==> src/rtl/output_writer_ctrl_if.sv <==
// Output-writer controller bus: datapath word stream in, file-writer strobes out.
// slave = controller side, master = the block that drives start/abort and the words.
interface output_writer_ctrl_if;
    logic        start;
    logic        abort;
    logic        in_valid;
    logic [24:0] in_data;
    logic        in_ready;
    logic        load_next_file;
    logic        write;
    logic [24:0] data_out;
    logic [9:0]  index;
    logic        busy;
    logic        file_done;
    logic        done;

    modport slave (
        input  start, abort, in_valid, in_data,
        output in_ready, load_next_file, write, data_out, index, busy, file_done, done
    );

    modport master (
        output start, abort, in_valid, in_data,
        input  in_ready, load_next_file, write, data_out, index, busy, file_done, done
    );
endinterface

==> src/rtl/output_writer_ctrl.sv <==
// Output writer controller: sequences NUM_FILES files of WORDS_PER_FILE words each,
// opening a file, streaming accepted datapath words to the writer one cycle later,
// closing the file and signalling the end of the run.
module output_writer_ctrl #(
    parameter int NUM_FILES      = 4,
    parameter int WORDS_PER_FILE = 16
) (
    input  logic                 clk,
    input  logic                 rst,
    output_writer_ctrl_if.slave  bus
);
    localparam int              CNT_W     = (WORDS_PER_FILE > 1) ? $clog2(WORDS_PER_FILE) : 1;
    localparam logic [CNT_W-1:0] LAST_WORD = CNT_W'(WORDS_PER_FILE - 1);
    localparam logic [9:0]      LAST_FILE = 10'(NUM_FILES - 1);

    typedef enum logic [2:0] {IDLE, LOAD, STREAM, CLOSE, FIN} state_t;

    state_t           state, state_nxt;
    logic [CNT_W-1:0] word_cnt;
    logic [9:0]       file_idx;
    logic             accept;
    logic             write_q;
    logic [24:0]      data_q;
    logic             in_ready_c, load_c, file_done_c, done_c, busy_c;

    // A word moves only while streaming; the handshake is independent of abort so a
    // word taken on the abort cycle is still owed to the writer.
    assign accept = (state == STREAM) && bus.in_valid;

    // State register.
    always_ff @(posedge clk) begin
        if (rst) state <= IDLE;
        else     state <= state_nxt;
    end

    // Next-state and state-decoded outputs; abort overrides every non-idle transition.
    always_comb begin
        state_nxt   = state;
        in_ready_c  = 1'b0;
        load_c      = 1'b0;
        file_done_c = 1'b0;
        done_c      = 1'b0;
        busy_c      = (state != IDLE);
        case (state)
            IDLE:   if (bus.start) state_nxt = LOAD;
            LOAD: begin
                load_c    = 1'b1;
                state_nxt = STREAM;
            end
            STREAM: begin
                in_ready_c = 1'b1;
                if (accept && (word_cnt == LAST_WORD)) state_nxt = CLOSE;
            end
            CLOSE: begin
                file_done_c = 1'b1;
                state_nxt   = (file_idx == LAST_FILE) ? FIN : LOAD;
            end
            FIN: begin
                done_c    = 1'b1;
                state_nxt = IDLE;
            end
            default: state_nxt = IDLE;
        endcase
        if (bus.abort && (state != IDLE)) state_nxt = IDLE;
    end

    // Word counter: cleared when a file opens, bumped per accepted word.
    always_ff @(posedge clk) begin
        if (rst)                 word_cnt <= '0;
        else if (state == LOAD)  word_cnt <= '0;
        else if (accept)         word_cnt <= word_cnt + 1'b1;
    end

    // File index: cleared on start, advanced on close unless this was the last file;
    // it holds its final value after the run (and after an abort).
    always_ff @(posedge clk) begin
        if (rst)
            file_idx <= '0;
        else if ((state == IDLE) && bus.start)
            file_idx <= '0;
        else if ((state == CLOSE) && !bus.abort && (file_idx != LAST_FILE))
            file_idx <= file_idx + 10'd1;
    end

    // One-cycle registered write path; reset drops any owed write, data holds otherwise.
    always_ff @(posedge clk) begin
        if (rst) begin
            write_q <= 1'b0;
            data_q  <= '0;
        end else begin
            write_q <= accept;
            if (accept) data_q <= bus.in_data;
        end
    end

    assign bus.in_ready       = in_ready_c;
    assign bus.load_next_file = load_c;
    assign bus.file_done      = file_done_c;
    assign bus.done           = done_c;
    assign bus.busy           = busy_c;
    assign bus.write          = write_q;
    assign bus.data_out       = data_q;
    assign bus.index          = file_idx;
endmodule

==> src/flat_wrapper.sv <==
// flat-port wrapper written by rule: the top's interface ports become plain ports
module output_writer_ctrl_flat 
#(
    parameter int NUM_FILES      = 4,
    parameter int WORDS_PER_FILE = 16
)
  (clk, rst, bus_start, bus_abort, bus_in_valid, bus_in_data, bus_in_ready, bus_load_next_file, bus_write, bus_data_out, bus_index, bus_busy, bus_file_done, bus_done);
  output_writer_ctrl_if bus_i ();
  input  logic clk;
  input  logic rst;
  input wire logic [$bits(bus_i.start)-1:0] bus_start;
  input wire logic [$bits(bus_i.abort)-1:0] bus_abort;
  input wire logic [$bits(bus_i.in_valid)-1:0] bus_in_valid;
  input wire logic [$bits(bus_i.in_data)-1:0] bus_in_data;
  output wire logic [$bits(bus_i.in_ready)-1:0] bus_in_ready;
  output wire logic [$bits(bus_i.load_next_file)-1:0] bus_load_next_file;
  output wire logic [$bits(bus_i.write)-1:0] bus_write;
  output wire logic [$bits(bus_i.data_out)-1:0] bus_data_out;
  output wire logic [$bits(bus_i.index)-1:0] bus_index;
  output wire logic [$bits(bus_i.busy)-1:0] bus_busy;
  output wire logic [$bits(bus_i.file_done)-1:0] bus_file_done;
  output wire logic [$bits(bus_i.done)-1:0] bus_done;
  assign bus_i.start = bus_start;
  assign bus_i.abort = bus_abort;
  assign bus_i.in_valid = bus_in_valid;
  assign bus_i.in_data = bus_in_data;
  assign bus_in_ready = bus_i.in_ready;
  assign bus_load_next_file = bus_i.load_next_file;
  assign bus_write = bus_i.write;
  assign bus_data_out = bus_i.data_out;
  assign bus_index = bus_i.index;
  assign bus_busy = bus_i.busy;
  assign bus_file_done = bus_i.file_done;
  assign bus_done = bus_i.done;
  output_writer_ctrl #(.NUM_FILES(NUM_FILES), .WORDS_PER_FILE(WORDS_PER_FILE)) u_core (.clk(clk), .rst(rst), .bus(bus_i));
endmodule
==> config.mk <==
export PLATFORM = sky130hd
export DESIGN_NAME = output_writer_ctrl_flat
export DESIGN_NICKNAME = d
export VERILOG_FILES = /design/src/rtl/output_writer_ctrl_if.sv /design/src/rtl/output_writer_ctrl.sv /design/src/flat_wrapper.sv
export SDC_FILE = /design/constraint.sdc
export NUM_CORES = 1
export LEC_CHECK = 0
export CELL_PAD_IN_SITES_DETAIL_PLACEMENT = 0
export CELL_PAD_IN_SITES_GLOBAL_PLACEMENT = 2
export CORE_MARGIN = 2
export CORE_UTILIZATION = 21
export DETAILED_ROUTE_END_ITERATION = 6
export PLACE_DENSITY = 0.81
export SLEW_MARGIN = 15
export SYNTH_ARGS = -nofsm -noshare
export SYNTH_HDL_FRONTEND = slang
export SYNTH_SLANG_ARGS = --single-unit
==> constraint.sdc <==
create_clock -name clk -period 1.2 [get_ports clk]
set_input_delay 0.3 -clock clk [delete_from_list [all_inputs] [get_ports clk]]
set_output_delay 0.3 -clock clk [all_outputs]
set_load 0.01 [all_outputs]
==> results <==
- The flow ran to the end, but the final reports show violations.
- The cell area after technology mapping is 1760 sq um.
- Averaged over all synthesized cells, the footprint is 8.48 sq um.
- The core box area is 8180 sq um.
- The detailed placement HPWL is 3490 um.
- The reg-to-reg startpoint is u_core.state[1].
- The number of nets with antenna violations after routing is 0.
- After routing the design area is 3540 sq um.
- The layout overhead on the synthesized area is 101%.
- VDD sags by at most 0.000384 V.
- The number of distinct standard cells referenced by the synthesized netlist is 35.
- In this run, synthesis inferred 0 flip-flops with an integrated enable.
- The horizontal die dimension is 95.6 um.
- Hold repair after CTS inserted 0 buffers.
- The source of the critical timing path is u_core.state[1].
- At the worst endpoint, the arrival time is 1.16 ns.
- The die covers 9140 sq um.
- The biggest cell delay along the critical path is 0.37 ns.
- Clock-pin slew was measured on the worst setup and hold paths at 0.08 ns.
- The leakage dissipation is 0.00153 uW.
- The setup slack at placement is -0.477 ns.
- Setup repair after global routing could not meet its margin everywhere.
- The flop-to-flop setup slack is -0.25 ns.
- The final layout contains routed wiring with a total length of 5820 um.
- The utilization after layout is 43.3%.
- Sequential elements use 48.8% of the synthesized area.
- The final period demand of the worst path is 1.46 ns.
- For the worst setup path, the data required time is 0.90 ns.
- After layout, the worst path uses 121% of the clock period.
- The tree built by TritonCTS fans out to 43 sinks.
- The worst reg2reg path depth is 7.
- The initial antenna violation count was 0.
- The flip-flop cell with the highest count after synthesis is sky130_fd_sc_hd__dfxtp_1.
- Routability-driven placement finished with a final weighted congestion of 0.813.
- The maximum clock frequency is 687 MHz.
- Clock tree synthesis inserted a total of 5 buffers.
- The kind of path behind the tightest hold check is flip-flop to flip-flop.
- The via count of the first global-routing pass came to 1,735.
- Across all setup checks in the final design, the least slack found is -0.255 ns.
- The capture point of the worst path is bus_busy.
- TritonCTS built the clock tree.
- The number of pins with negative max-slew slack in the final report is 0.
- The kind of capture point of the worst setup path is an output pin.
- In the post-synthesis netlist, the biggest area contributors are sky130_fd_sc_hd__dfxtp_1, sky130_fd_sc_hd__nand2_1, sky130_fd_sc_hd__a21oi_1.
- The critical path class is flip-flop to output pin.
- Along the worst path, the maximum fanout reaches 5.
- In the routed layout, each cell is associated on average with a via count of 4.28.
- The maximum buffer depth of the clock tree is 2.
- The final hold slack is 0.457 ns.
- For this configuration, the core starts out at a cell density of 21.6%.
- The number of cells on the critical path is 2.
- Grouping stages by cell kind, the critical path spends the most delay in flip-flops.
- The gate count of the mapped netlist is 208.
- The destination of the worst register-to-register timing path is u_core.bus.data_out[7].
- The number of antenna diodes is 0.
- The die is 95.6 um tall.
- Clock tree synthesis selected as its root buffer the cell sky130_fd_sc_hd__clkbuf_8.
- Across all layers, the routed design uses 1,836 vias.
- In the final routed layout, each cell accounts on average for 13.6 um.
- The worst setup path is launched from a flip-flop.
- In the routed design, unresolved DRC markers number 0.
- The top cell type's share of synthesized area is 48.8%.
- Setup violations remaining at the end of the flow were counted as 46.
- The critical path goes through or3_1, buf_2.
- The buffering stage count on the worst path with inverters included is 1.
- The count of state elements after synthesis is 43.
- The count of buffers from port buffering is 70.
- Of the cells placed in the final design, the portion with a size suffix greater than 1 is 61.4%.
- The global-route wire length before repair is 8150 um.
- The number of placement rows is 33.
- Of all flip-flops after synthesis, the portion carrying an async set or reset was 0%.
- The number of max-capacitance violations reported is 0.
- The worst max-slew margin expressed relative to the limit is 77.3%.
- During synthesis, Yosys emitted a total of 0 warnings.
- The measured slew at the worst slew-check pin is 0.340 ns.
- The checks that failed: negative setup slack.
- The net total in the final layout is 355.
- Summed over all instances, the cell type with the most area after synthesis is sky130_fd_sc_hd__dfxtp_1.
- The maximum number of pins on one net before global-route repair is 28.
- The power density over the cells is 805 nW/um^2.
- 71 I/O pins were placed.
- The number of endpoints with negative hold slack in the final report is 0.
- The worst setup skew after layout is 0.00384 ns.
- The number of DRC violations after detailed-routing iteration 0 is 22.
- The overall global routing resource usage is 11.7%.
- The final global-route overflow total is 0.
- The number of nets in the synthesized netlist is 240.
- The clock latency on the worst-skew pair is 0.29 ns.
- The clock tree synthesis step divided the H-tree into 2 levels.
- Summing all placed instances gives a cell area of 2860 sq um.
- The slowest stage cell on the critical path is sky130_fd_sc_hd__dfxtp_4.
- The number of iterations in the first detailed-routing pass is 4.
-- area by class of cell --
type,count,area [sq um]
Clock inverter,1,5.00
Clock buffer,7,76.3
Inverter,2,7.51
Multi-Input combinational cell,151,1310
Timing Repair Buffer,120,1110
Sequential cell,43,898
Fill cell,818,4640
Tap cell,105,131
-- registers in the layout, summed over array words and instances, names as in the netlist --
name                 count
u_core.state             3
u_core.word_cnt          4
u_core.bus.index        10
u_core.bus.write         1
u_core.bus.data_out     25
-- worst min-delay path, delay by kind of cell, from the launching register on --
family / cells / cell delay, ns
AND/OR/NAND/NOR: 1 / 0.06
flip-flops: 1 / 0.32
AO/OA/AOI/OAI: 1 / 0.04
-- cell usage in the layout, fill, tap and decap left out, types with 2 or more instances in the layout --
| cell | instances |
|---|---|
| sky130_fd_sc_hd__clkbuf_2 | 23 |
| sky130_fd_sc_hd__xnor2_1 | 7 |
| sky130_fd_sc_hd__nand4_1 | 4 |
| sky130_fd_sc_hd__nor3b_2 | 2 |
| sky130_fd_sc_hd__xor2_1 | 4 |
| sky130_fd_sc_hd__nor4_4 | 2 |
| sky130_fd_sc_hd__inv_1 | 2 |
| sky130_fd_sc_hd__clkdlybuf4s15_2 | 3 |
| sky130_fd_sc_hd__nand2_2 | 4 |
| sky130_fd_sc_hd__a21oi_1 | 2 |
| sky130_fd_sc_hd__nand3b_1 | 2 |
| sky130_fd_sc_hd__buf_2 | 13 |
| sky130_fd_sc_hd__nor3_2 | 4 |
| sky130_fd_sc_hd__buf_12 | 6 |
| sky130_fd_sc_hd__dfxtp_2 | 9 |
| sky130_fd_sc_hd__nor2_2 | 2 |
| sky130_fd_sc_hd__nand2_4 | 32 |
| sky130_fd_sc_hd__buf_4 | 29 |
| sky130_fd_sc_hd__a21oi_2 | 25 |
| sky130_fd_sc_hd__dfxtp_4 | 7 |
| sky130_fd_sc_hd__nor2_1 | 13 |
| sky130_fd_sc_hd__clkbuf_8 | 5 |
| sky130_fd_sc_hd__dfxtp_1 | 27 |
| sky130_fd_sc_hd__clkbuf_1 | 2 |
| sky130_fd_sc_hd__buf_6 | 10 |
| sky130_fd_sc_hd__clkbuf_16 | 4 |
| sky130_fd_sc_hd__clkdlybuf4s50_1 | 28 |
| sky130_fd_sc_hd__nand3_1 | 3 |
| sky130_fd_sc_hd__nand2_1 | 21 |
-- worst min-delay path by stage --
stage	start	end	cells after the start
after floorplan	bus_abort	u_core.state[1]	1
after global placement	u_core.bus.data_out[10]	u_core.bus.data_out[10]	2
after detailed placement	u_core.bus.data_out[12]	u_core.bus.data_out[12]	2
after CTS	u_core.bus.data_out[12]	u_core.bus.data_out[12]	2
after global routing	u_core.bus.data_out[0]	u_core.bus.data_out[0]	2
final	u_core.bus.data_out[11]	u_core.bus.data_out[11]	2
-- metal layers --
| layer | global-route usage (%) | wire [um] |
|---|---|---|
| met1 | 13.7 | 2540 |
| met2 | 20.9 | 2950 |
| met3 | 2.69 | 244 |
| met4 | 4.29 | 82 |
| met5 | 0 | 0 |
-- cells by family after synthesis --
family                     share of synthesized area, %
buffers and inverters                              4.75
and+or+nand+nor                                    29.0
AOI/OAI and AO/OA                                  9.51
xor gates and xnor gates                           5.96
adders and majority gates                          1.42
DFF                                                48.8
muxes                                             0.568
-- power by group --
part           switching [uW]  internal [uW]  leakage (uW)
clock                     494            409     0.0000422
combinational             211            276       0.00113
sequential               22.5           1440      0.000357
total                     728           2120       0.00153
-- cells in the mapped netlist, types with 3 or more instances --
cell type,instances
sky130_fd_sc_hd__nand2_1,57
sky130_fd_sc_hd__dfxtp_1,43
sky130_fd_sc_hd__a21oi_1,27
sky130_fd_sc_hd__nor2_1,16
sky130_fd_sc_hd__xnor2_1,8
sky130_fd_sc_hd__buf_4,4
sky130_fd_sc_hd__clkbuf_1,4
sky130_fd_sc_hd__nand3_1,4
sky130_fd_sc_hd__nand4_1,4
sky130_fd_sc_hd__nor3_1,4
sky130_fd_sc_hd__xor2_1,4
sky130_fd_sc_hd__nor4_1,3
-- through the flow --
step | power, uW | cells | setup TNS, ns
floorplan | 1620 | 208 | -0.278
global placement | 1840 | 404 | -16.14
finish | 2850 | 429 | -7.14
detailed placement | 1840 | 404 | -16.72
global route | 3000 | 429 | -9.62
CTS | 2780 | 416 | -3.62
-- timing repair --
item | in CTS | in global routing
setup endpoints to repair | 82 | 77
cloned | 1 | 5
pin swaps | 5 | 66
resized for setup | 132 | 150
buffers inserted | 3 | 9
No activity file was read; power rests on OpenSTA's default activity.
